## config.mk

```make
export PLATFORM = sky130hd
export DESIGN_NAME = led_pwm_driver_flat
export DESIGN_NICKNAME = d
export VERILOG_FILES = /design/src/rtl/led_pwm_driver_if.sv /design/src/rtl/led_pwm_driver.sv /design/src/flat_wrapper.sv
export SDC_FILE = /design/constraint.sdc
export NUM_CORES = 1
export LEC_CHECK = 0
export ABC_AREA = 1
export BUFFER_PORTS_ARGS = -buffer_cell sky130_fd_sc_hd__buf_2
export CORE_MARGIN = 4
export CORE_UTILIZATION = 62
export CTS_CLUSTER_SIZE = 10
export DETAILED_ROUTE_END_ITERATION = 6
export PLACE_DENSITY = 0.84
export SYNTH_ARGS = -nofsm -noshare
export SYNTH_HDL_FRONTEND = slang
export SYNTH_SLANG_ARGS = --single-unit
export TNS_END_PERCENT = 100
```

## constraint.sdc

```tcl
create_clock -name clk -period 3.1 [get_ports clk]
set_input_delay 0.465 -clock clk [delete_from_list [all_inputs] [get_ports clk]]
set_output_delay 0.465 -clock clk [all_outputs]
set_load 0.03 [all_outputs]
```

## src/rtl/led_pwm_driver_if.sv

```systemverilog
// Bundle between the LED PWM driver and its host: control inputs, the pin-level
// outputs and a read-only view of the animation state machines.
interface led_pwm_driver_if;
    // wr_en is a one-cycle strobe with no back-pressure: wr_idx/wr_duty are taken
    // on the edge where wr_en=1, and there is no ready, so the host may strobe
    // every cycle.
    logic [1:0] mode;
    logic       wr_en;
    logic [2:0] wr_idx;
    logic [7:0] wr_duty;
    logic       period_start;
    logic [5:0] led_n;

    logic [1:0] dbg_mode_q;
    logic [7:0] dbg_level;
    logic       dbg_breathe_down;
    logic [2:0] dbg_pos;
    logic       dbg_chase_down;

    modport master (
        output mode, wr_en, wr_idx, wr_duty,
        input  period_start, led_n,
        input  dbg_mode_q, dbg_level, dbg_breathe_down, dbg_pos, dbg_chase_down
    );

    modport slave (
        input  mode, wr_en, wr_idx, wr_duty,
        output period_start, led_n,
        output dbg_mode_q, dbg_level, dbg_breathe_down, dbg_pos, dbg_chase_down
    );
endinterface

```

## src/rtl/led_pwm_driver.sv

```systemverilog
// Six-channel 8-bit PWM LED driver with double-buffered duties and static,
// breathe, chase and off modes; all mode/duty changes land on a period boundary.
module led_pwm_driver #(
    parameter int CLK_FREQ_HZ = 27_000_000,
    parameter int STEP_DIV    = CLK_FREQ_HZ / 512
) (
    input  logic            clk,
    input  logic            sys_rst,
    led_pwm_driver_if.slave bus
);

    localparam int NUM_LEDS = 6;
    localparam int STEP_W   = (STEP_DIV > 1) ? $clog2(STEP_DIV) : 1;
    localparam logic [STEP_W-1:0] STEP_LAST = STEP_W'(STEP_DIV - 1);

    typedef enum logic [1:0] {
        MODE_STATIC  = 2'b00,
        MODE_BREATHE = 2'b01,
        MODE_CHASE   = 2'b10,
        MODE_OFF     = 2'b11
    } mode_e;

    typedef enum logic {
        DIR_UP   = 1'b0,
        DIR_DOWN = 1'b1
    } dir_e;

    logic [7:0]        pwm_cnt;
    logic              pwm_wrap;
    logic [STEP_W-1:0] step_cnt;
    logic              step_tick;
    mode_e             mode_q;

    logic [7:0] shadow [NUM_LEDS];
    logic [7:0] active [NUM_LEDS];
    logic       wr_hit;

    dir_e       breathe_dir, breathe_dir_nxt;
    logic [7:0] level, level_nxt;
    dir_e       chase_dir, chase_dir_nxt;
    logic [2:0] pos, pos_nxt;

    logic [NUM_LEDS-1:0][7:0] eff_duty;
    logic [NUM_LEDS-1:0]      led_on;
    logic [NUM_LEDS-1:0]      led_n_q;
    logic                     period_start_q;

    assign pwm_wrap  = (pwm_cnt == 8'hFF);
    assign step_tick = (step_cnt == STEP_LAST);
    assign wr_hit    = bus.wr_en && (bus.wr_idx < 3'd6);

    always_ff @(posedge clk) begin
        if (sys_rst) begin
            pwm_cnt  <= 8'd0;
            step_cnt <= '0;
        end else begin
            pwm_cnt <= pwm_cnt + 8'd1;
            if (step_tick) begin
                step_cnt <= '0;
            end else begin
                step_cnt <= step_cnt + 1'b1;
            end
        end
    end

    // Active duties and mode only move at the 255->0 wrap; a write on that same
    // edge goes to shadow and waits for the following wrap.
    always_ff @(posedge clk) begin
        if (sys_rst) begin
            for (int i = 0; i < NUM_LEDS; i++) begin
                shadow[i] <= 8'd0;
                active[i] <= 8'd0;
            end
            mode_q <= MODE_OFF;
        end else begin
            if (pwm_wrap) begin
                for (int i = 0; i < NUM_LEDS; i++) begin
                    active[i] <= shadow[i];
                end
                mode_q <= mode_e'(bus.mode);
            end
            if (wr_hit) begin
                for (int i = 0; i < NUM_LEDS; i++) begin
                    if (bus.wr_idx == 3'(i)) begin
                        shadow[i] <= bus.wr_duty;
                    end
                end
            end
        end
    end

    always_ff @(posedge clk) begin
        if (sys_rst) begin
            breathe_dir <= DIR_UP;
            level       <= 8'd0;
        end else begin
            breathe_dir <= breathe_dir_nxt;
            level       <= level_nxt;
        end
    end

    // The level sits at each extreme for one tick while the direction turns.
    always_comb begin
        breathe_dir_nxt = breathe_dir;
        level_nxt       = level;
        if (step_tick) begin
            case (breathe_dir)
                DIR_UP: begin
                    if (level == 8'hFF) begin
                        breathe_dir_nxt = DIR_DOWN;
                    end else begin
                        level_nxt = level + 8'd1;
                    end
                end
                DIR_DOWN: begin
                    if (level == 8'd0) begin
                        breathe_dir_nxt = DIR_UP;
                    end else begin
                        level_nxt = level - 8'd1;
                    end
                end
            endcase
        end
    end

    always_ff @(posedge clk) begin
        if (sys_rst) begin
            chase_dir <= DIR_UP;
            pos       <= 3'd0;
        end else begin
            chase_dir <= chase_dir_nxt;
            pos       <= pos_nxt;
        end
    end

    // Chase bounces off the ends in the same tick, so LEDs 0 and 5 never dwell.
    always_comb begin
        chase_dir_nxt = chase_dir;
        pos_nxt       = pos;
        if (step_tick) begin
            case (chase_dir)
                DIR_UP: begin
                    if (pos == 3'd5) begin
                        chase_dir_nxt = DIR_DOWN;
                        pos_nxt       = 3'd4;
                    end else begin
                        pos_nxt = pos + 3'd1;
                    end
                end
                DIR_DOWN: begin
                    if (pos == 3'd0) begin
                        chase_dir_nxt = DIR_UP;
                        pos_nxt       = 3'd1;
                    end else begin
                        pos_nxt = pos - 3'd1;
                    end
                end
            endcase
        end
    end

    always_comb begin
        for (int i = 0; i < NUM_LEDS; i++) begin
            eff_duty[i] = 8'd0;
            case (mode_q)
                MODE_STATIC:  eff_duty[i] = active[i];
                MODE_BREATHE: eff_duty[i] = level;
                MODE_CHASE:   eff_duty[i] = (pos == 3'(i)) ? 8'hFF : 8'h00;
                default:      eff_duty[i] = 8'd0;
            endcase
            led_on[i] = (pwm_cnt < eff_duty[i]);
        end
    end

    always_ff @(posedge clk) begin
        if (sys_rst) begin
            led_n_q        <= '1;
            period_start_q <= 1'b0;
        end else begin
            led_n_q        <= ~led_on;
            period_start_q <= (pwm_cnt == 8'd0);
        end
    end

    assign bus.led_n            = led_n_q;
    assign bus.period_start     = period_start_q;
    assign bus.dbg_mode_q       = mode_q;
    assign bus.dbg_level        = level;
    assign bus.dbg_breathe_down = (breathe_dir == DIR_DOWN);
    assign bus.dbg_pos          = pos;
    assign bus.dbg_chase_down   = (chase_dir == DIR_DOWN);

endmodule
```

## src/flat_wrapper.sv

```systemverilog
// flat-port wrapper written by rule: the top's interface ports become plain ports
module led_pwm_driver_flat 
#(
    parameter int CLK_FREQ_HZ = 27_000_000,
    parameter int STEP_DIV    = CLK_FREQ_HZ / 512
)
  (clk, sys_rst, bus_mode, bus_wr_en, bus_wr_idx, bus_wr_duty, bus_period_start, bus_led_n, bus_dbg_mode_q, bus_dbg_level, bus_dbg_breathe_down, bus_dbg_pos, bus_dbg_chase_down);
  led_pwm_driver_if bus_i ();
  input  logic clk;
  input  logic sys_rst;
  input wire logic [$bits(bus_i.mode)-1:0] bus_mode;
  input wire logic [$bits(bus_i.wr_en)-1:0] bus_wr_en;
  input wire logic [$bits(bus_i.wr_idx)-1:0] bus_wr_idx;
  input wire logic [$bits(bus_i.wr_duty)-1:0] bus_wr_duty;
  output wire logic [$bits(bus_i.period_start)-1:0] bus_period_start;
  output wire logic [$bits(bus_i.led_n)-1:0] bus_led_n;
  output wire logic [$bits(bus_i.dbg_mode_q)-1:0] bus_dbg_mode_q;
  output wire logic [$bits(bus_i.dbg_level)-1:0] bus_dbg_level;
  output wire logic [$bits(bus_i.dbg_breathe_down)-1:0] bus_dbg_breathe_down;
  output wire logic [$bits(bus_i.dbg_pos)-1:0] bus_dbg_pos;
  output wire logic [$bits(bus_i.dbg_chase_down)-1:0] bus_dbg_chase_down;
  assign bus_i.mode = bus_mode;
  assign bus_i.wr_en = bus_wr_en;
  assign bus_i.wr_idx = bus_wr_idx;
  assign bus_i.wr_duty = bus_wr_duty;
  assign bus_period_start = bus_i.period_start;
  assign bus_led_n = bus_i.led_n;
  assign bus_dbg_mode_q = bus_i.dbg_mode_q;
  assign bus_dbg_level = bus_i.dbg_level;
  assign bus_dbg_breathe_down = bus_i.dbg_breathe_down;
  assign bus_dbg_pos = bus_i.dbg_pos;
  assign bus_dbg_chase_down = bus_i.dbg_chase_down;
  led_pwm_driver #(.CLK_FREQ_HZ(CLK_FREQ_HZ), .STEP_DIV(STEP_DIV)) u_core (.clk(clk), .sys_rst(sys_rst), .bus(bus_i));
endmodule
```

==> results.py <==
metrics = {
    "status": {
        "outcome": "finished clean",
    },
    "synthesis": {
        "avgSynthCellArea_sq_um": 8.97,
        "synth_top_area_cell": "edfxtp_1",
        "synth-edff-count": 96,
        "netlist_area_sq_mm": 0.00736,
        "synthArstFlopShare_pct": 0,
        "synth_cells": 821,
        "ys.flop_type": "edfxtp_1",
        "yosysTopAreaCellShare_pct": 39.1,
        "synthDistinctLibCells": 39,
        "synthTopCellsByArea": "edfxtp_1 (39%), dfxtp_1 (13%), ha_1 (9.0%)",
        "ys_ff_latch": 142,
        "synth_nets": 891,
        "ys_seq_area_share_pct": 51.6,
        "yosysWarningCount": 0,
    },
    "floorplanning": {
        "core_area_sq_mm": 0.0115,
        "initial_utilization_pct": 64.0,
        "die_area_sq_mm": 0.0137,
        "row_count": 39,
        "die_h_um": 117,
        "chipWidth_um": 117,
        "io_pins": 38,
    },
    "pwr": {
        "power_density_mw_per_mm2": 529,
        "leakagePower_nw": 3.68,
        "power_mw": 4.38,
        "peakVddDrop_mv": 0.442,
    },
    "layout": {
        "nNetsFinal": 935,
        "diodes": 0,
        "syn_to_final_growth_pct": 12.5,
        "layout_commonest_cell": "nor2_1",
        "layout_common_cells": "nor2_1 (155), inv_1 (131), nand2_1 (125)",
        "final_util_pct": 71.9,
        "drive_above_1_share_pct": 9.23,
        "fin_area_sq_mm": 0.00828,
        "fin_cells": 1021,
    },
    "global_routing": {
        "grt_pass1_wl_mm": 26.6,
        "grt.overflow.total": 0,
        "grtUsageTotal_pct": 25.1,
        "grt_max_degree": 51,
        "antenna_found_initial": 0,
        "grt_pass1_vias": 5523,
    },
    "route": {
        "drtPass1Iterations": 5,
        "viasPerCell": 5.69,
        "ant_nets": 0,
        "wl_mm": 16.1,
        "num_vias": 5813,
        "initialDrtViolationCount": 527,
        "routedWlPerCell_um": 15.8,
        "drc": 0,
    },
    "clock_tree": {
        "cts_resized": 0,
        "clock_path_buffers": 2,
        "holdBufCountCts": 0,
        "clkLatencyLatePin_ns": 0.42,
        "cts_setup_buffers": 0,
        "cts_root_buf": "clkbuf_16",
        "path_clk_slew_ns": 0.06,
        "htreeDepth": 4,
        "clock_sinks": 142,
        "cts_tree": "done",
        "cts_buffers": 17,
    },
    "place": {
        "dp_cells": 989,
        "pre_cts_ws_ns": 0.836,
        "numPortBuffers": 37,
        "place_congestion": 1.02,
        "dp_hpwl_mm": 11.8,
        "placed_area_sq_mm": 0.00768,
    },
    "worst_hold_path": {
        "holdCritPathClass": "input port to register",
    },
    "sta": {
        "setup_viol": 0,
        "slew_headroom_pct": 50.1,
        "fin_ws_ns": 0.760,
        "fmax_mhz": 427,
        "slew_violations": 0,
        "tightest_slew_ns": 0.747,
        "skew_ns": 0.00626,
        "finalCritPeriodShare_pct": 75.5,
        "hold_viol_final": 0,
        "whs_ns": 0.283,
        "fin_setup_tns_ns": 0,
        "grt_setup_unrepaired": "false",
        "finalCriticalPeriod_ns": 2.34,
    },
    "critical_path": {
        "crit_path_start_kind": "register",
        "setup.worst_path.class": "register to register",
        "crit_path_end_kind": "register",
        "worst_ep_required_time_ns": 3.42,
        "path_max_fanout": 7,
        "worst_ep_arrival_time_ns": 2.66,
    },
    "run": {
        "cap_violations": 0,
    },
}
==> layout make-up <==
cell class	count	area (sq um)
tap	143	179
sequential	142	3800
inverter	133	499
clock buffer	18	429
timing repair buffer	40	208
fill	829	3230
multi-input combinational	531	2990
clock inverter	14	169
==> flip-flops by register name (all words and copies together) (netlist names) <==
signal / cells
u_core.active: 48
u_core.bus.dbg_breathe_down: 1
u_core.bus.dbg_chase_down: 1
u_core.bus.dbg_level: 8
u_core.bus.dbg_mode_q: 2
u_core.bus.dbg_pos: 3
u_core.bus.led_n: 6
u_core.bus.period_start: 1
u_core.pwm_cnt: 8
u_core.shadow: 48
u_core.step_cnt: 16
==> per-layer routing <==
layer / up-vias / track usage (%) / routed length [um]
li1: 2832 / - / -
met1: 2692 / 32.2 / 7080
met2: 238 / 40.8 / 7530
met3: 51 / 5.19 / 1020
met4: 0 / 12.4 / 503
met5: - / 0 / 0
==> kinds of logic after synthesis <==
kind of cell	count (synthesis)	share of synthesized area [%]
flip-flops	142	51.6
AO/OA/AOI/OAI	116	9.99
XOR/XNOR	10	1.19
adder cells (fa/ha/maj)	54	9.28
AND/OR/NAND/NOR	351	20.2
buffers and inverters	148	7.73
==> where the power goes <==
group,switching [mW],leakage (nW),internal [mW]
clock,0.800,0.282,1.26
sequential,0.0326,1.35,2.09
combinational,0.139,2.05,0.0573
total,0.972,3.68,3.41
==> critical path, cell delays in order, from the launching register on <==
cell      delay (ns)
dfxtp_1         0.38
inv_1           0.11
nor2_1          0.30
nand2_1         0.20
inv_1           0.23
a211oi_1        0.10
ha_1            0.35
a21oi_1         0.21
o211ai_1        0.13
a41oi_1         0.17
nand2_1         0.07
==> worst paths after layout <==
kind / start / end / slack [ns] / depth (start not counted)
setup reg to reg: u_core.bus.dbg_mode_q[1]$_SDFFE_PP1N_ / u_core.bus.led_n[0]$_SDFF_PP1_ / 0.76 / 10
hold reg to reg: u_core.pwm_cnt[0]$_SDFF_PP0_ / u_core.pwm_cnt[0]$_SDFF_PP0_ / 0.47 / 1
setup / recovery: u_core.bus.dbg_mode_q[1]$_SDFFE_PP1N_ / u_core.bus.led_n[0]$_SDFF_PP1_ / 0.76 / 10
hold / removal: bus_mode[0] / u_core.bus.dbg_mode_q[0]$_SDFFE_PP1N_ / 0.28 / 3
==> synthesized netlist by cell type, types with 2 or more instances <==
| cell type | instances |
|---|---|
| nor4_1 | 3 |
| nand3_1 | 30 |
| nor2_2 | 2 |
| nor3_1 | 11 |
| ha_1 | 53 |
| buf_2 | 2 |
| nand2_1 | 125 |
| o21ai_1 | 2 |
| nor3b_1 | 2 |
| a21o_1 | 2 |
| o21ai_0 | 18 |
| o2111a_1 | 4 |
| xor2_1 | 3 |
| dfxtp_1 | 46 |
| buf_1 | 4 |
| a211oi_1 | 44 |
| inv_2 | 2 |
| nor2_1 | 156 |
| xnor2_1 | 7 |
| o211ai_1 | 2 |
| a21oi_1 | 41 |
| clkbuf_1 | 7 |
| inv_1 | 131 |
| nand4_1 | 14 |
| edfxtp_1 | 96 |
Power figures use the tool's default switching activity.
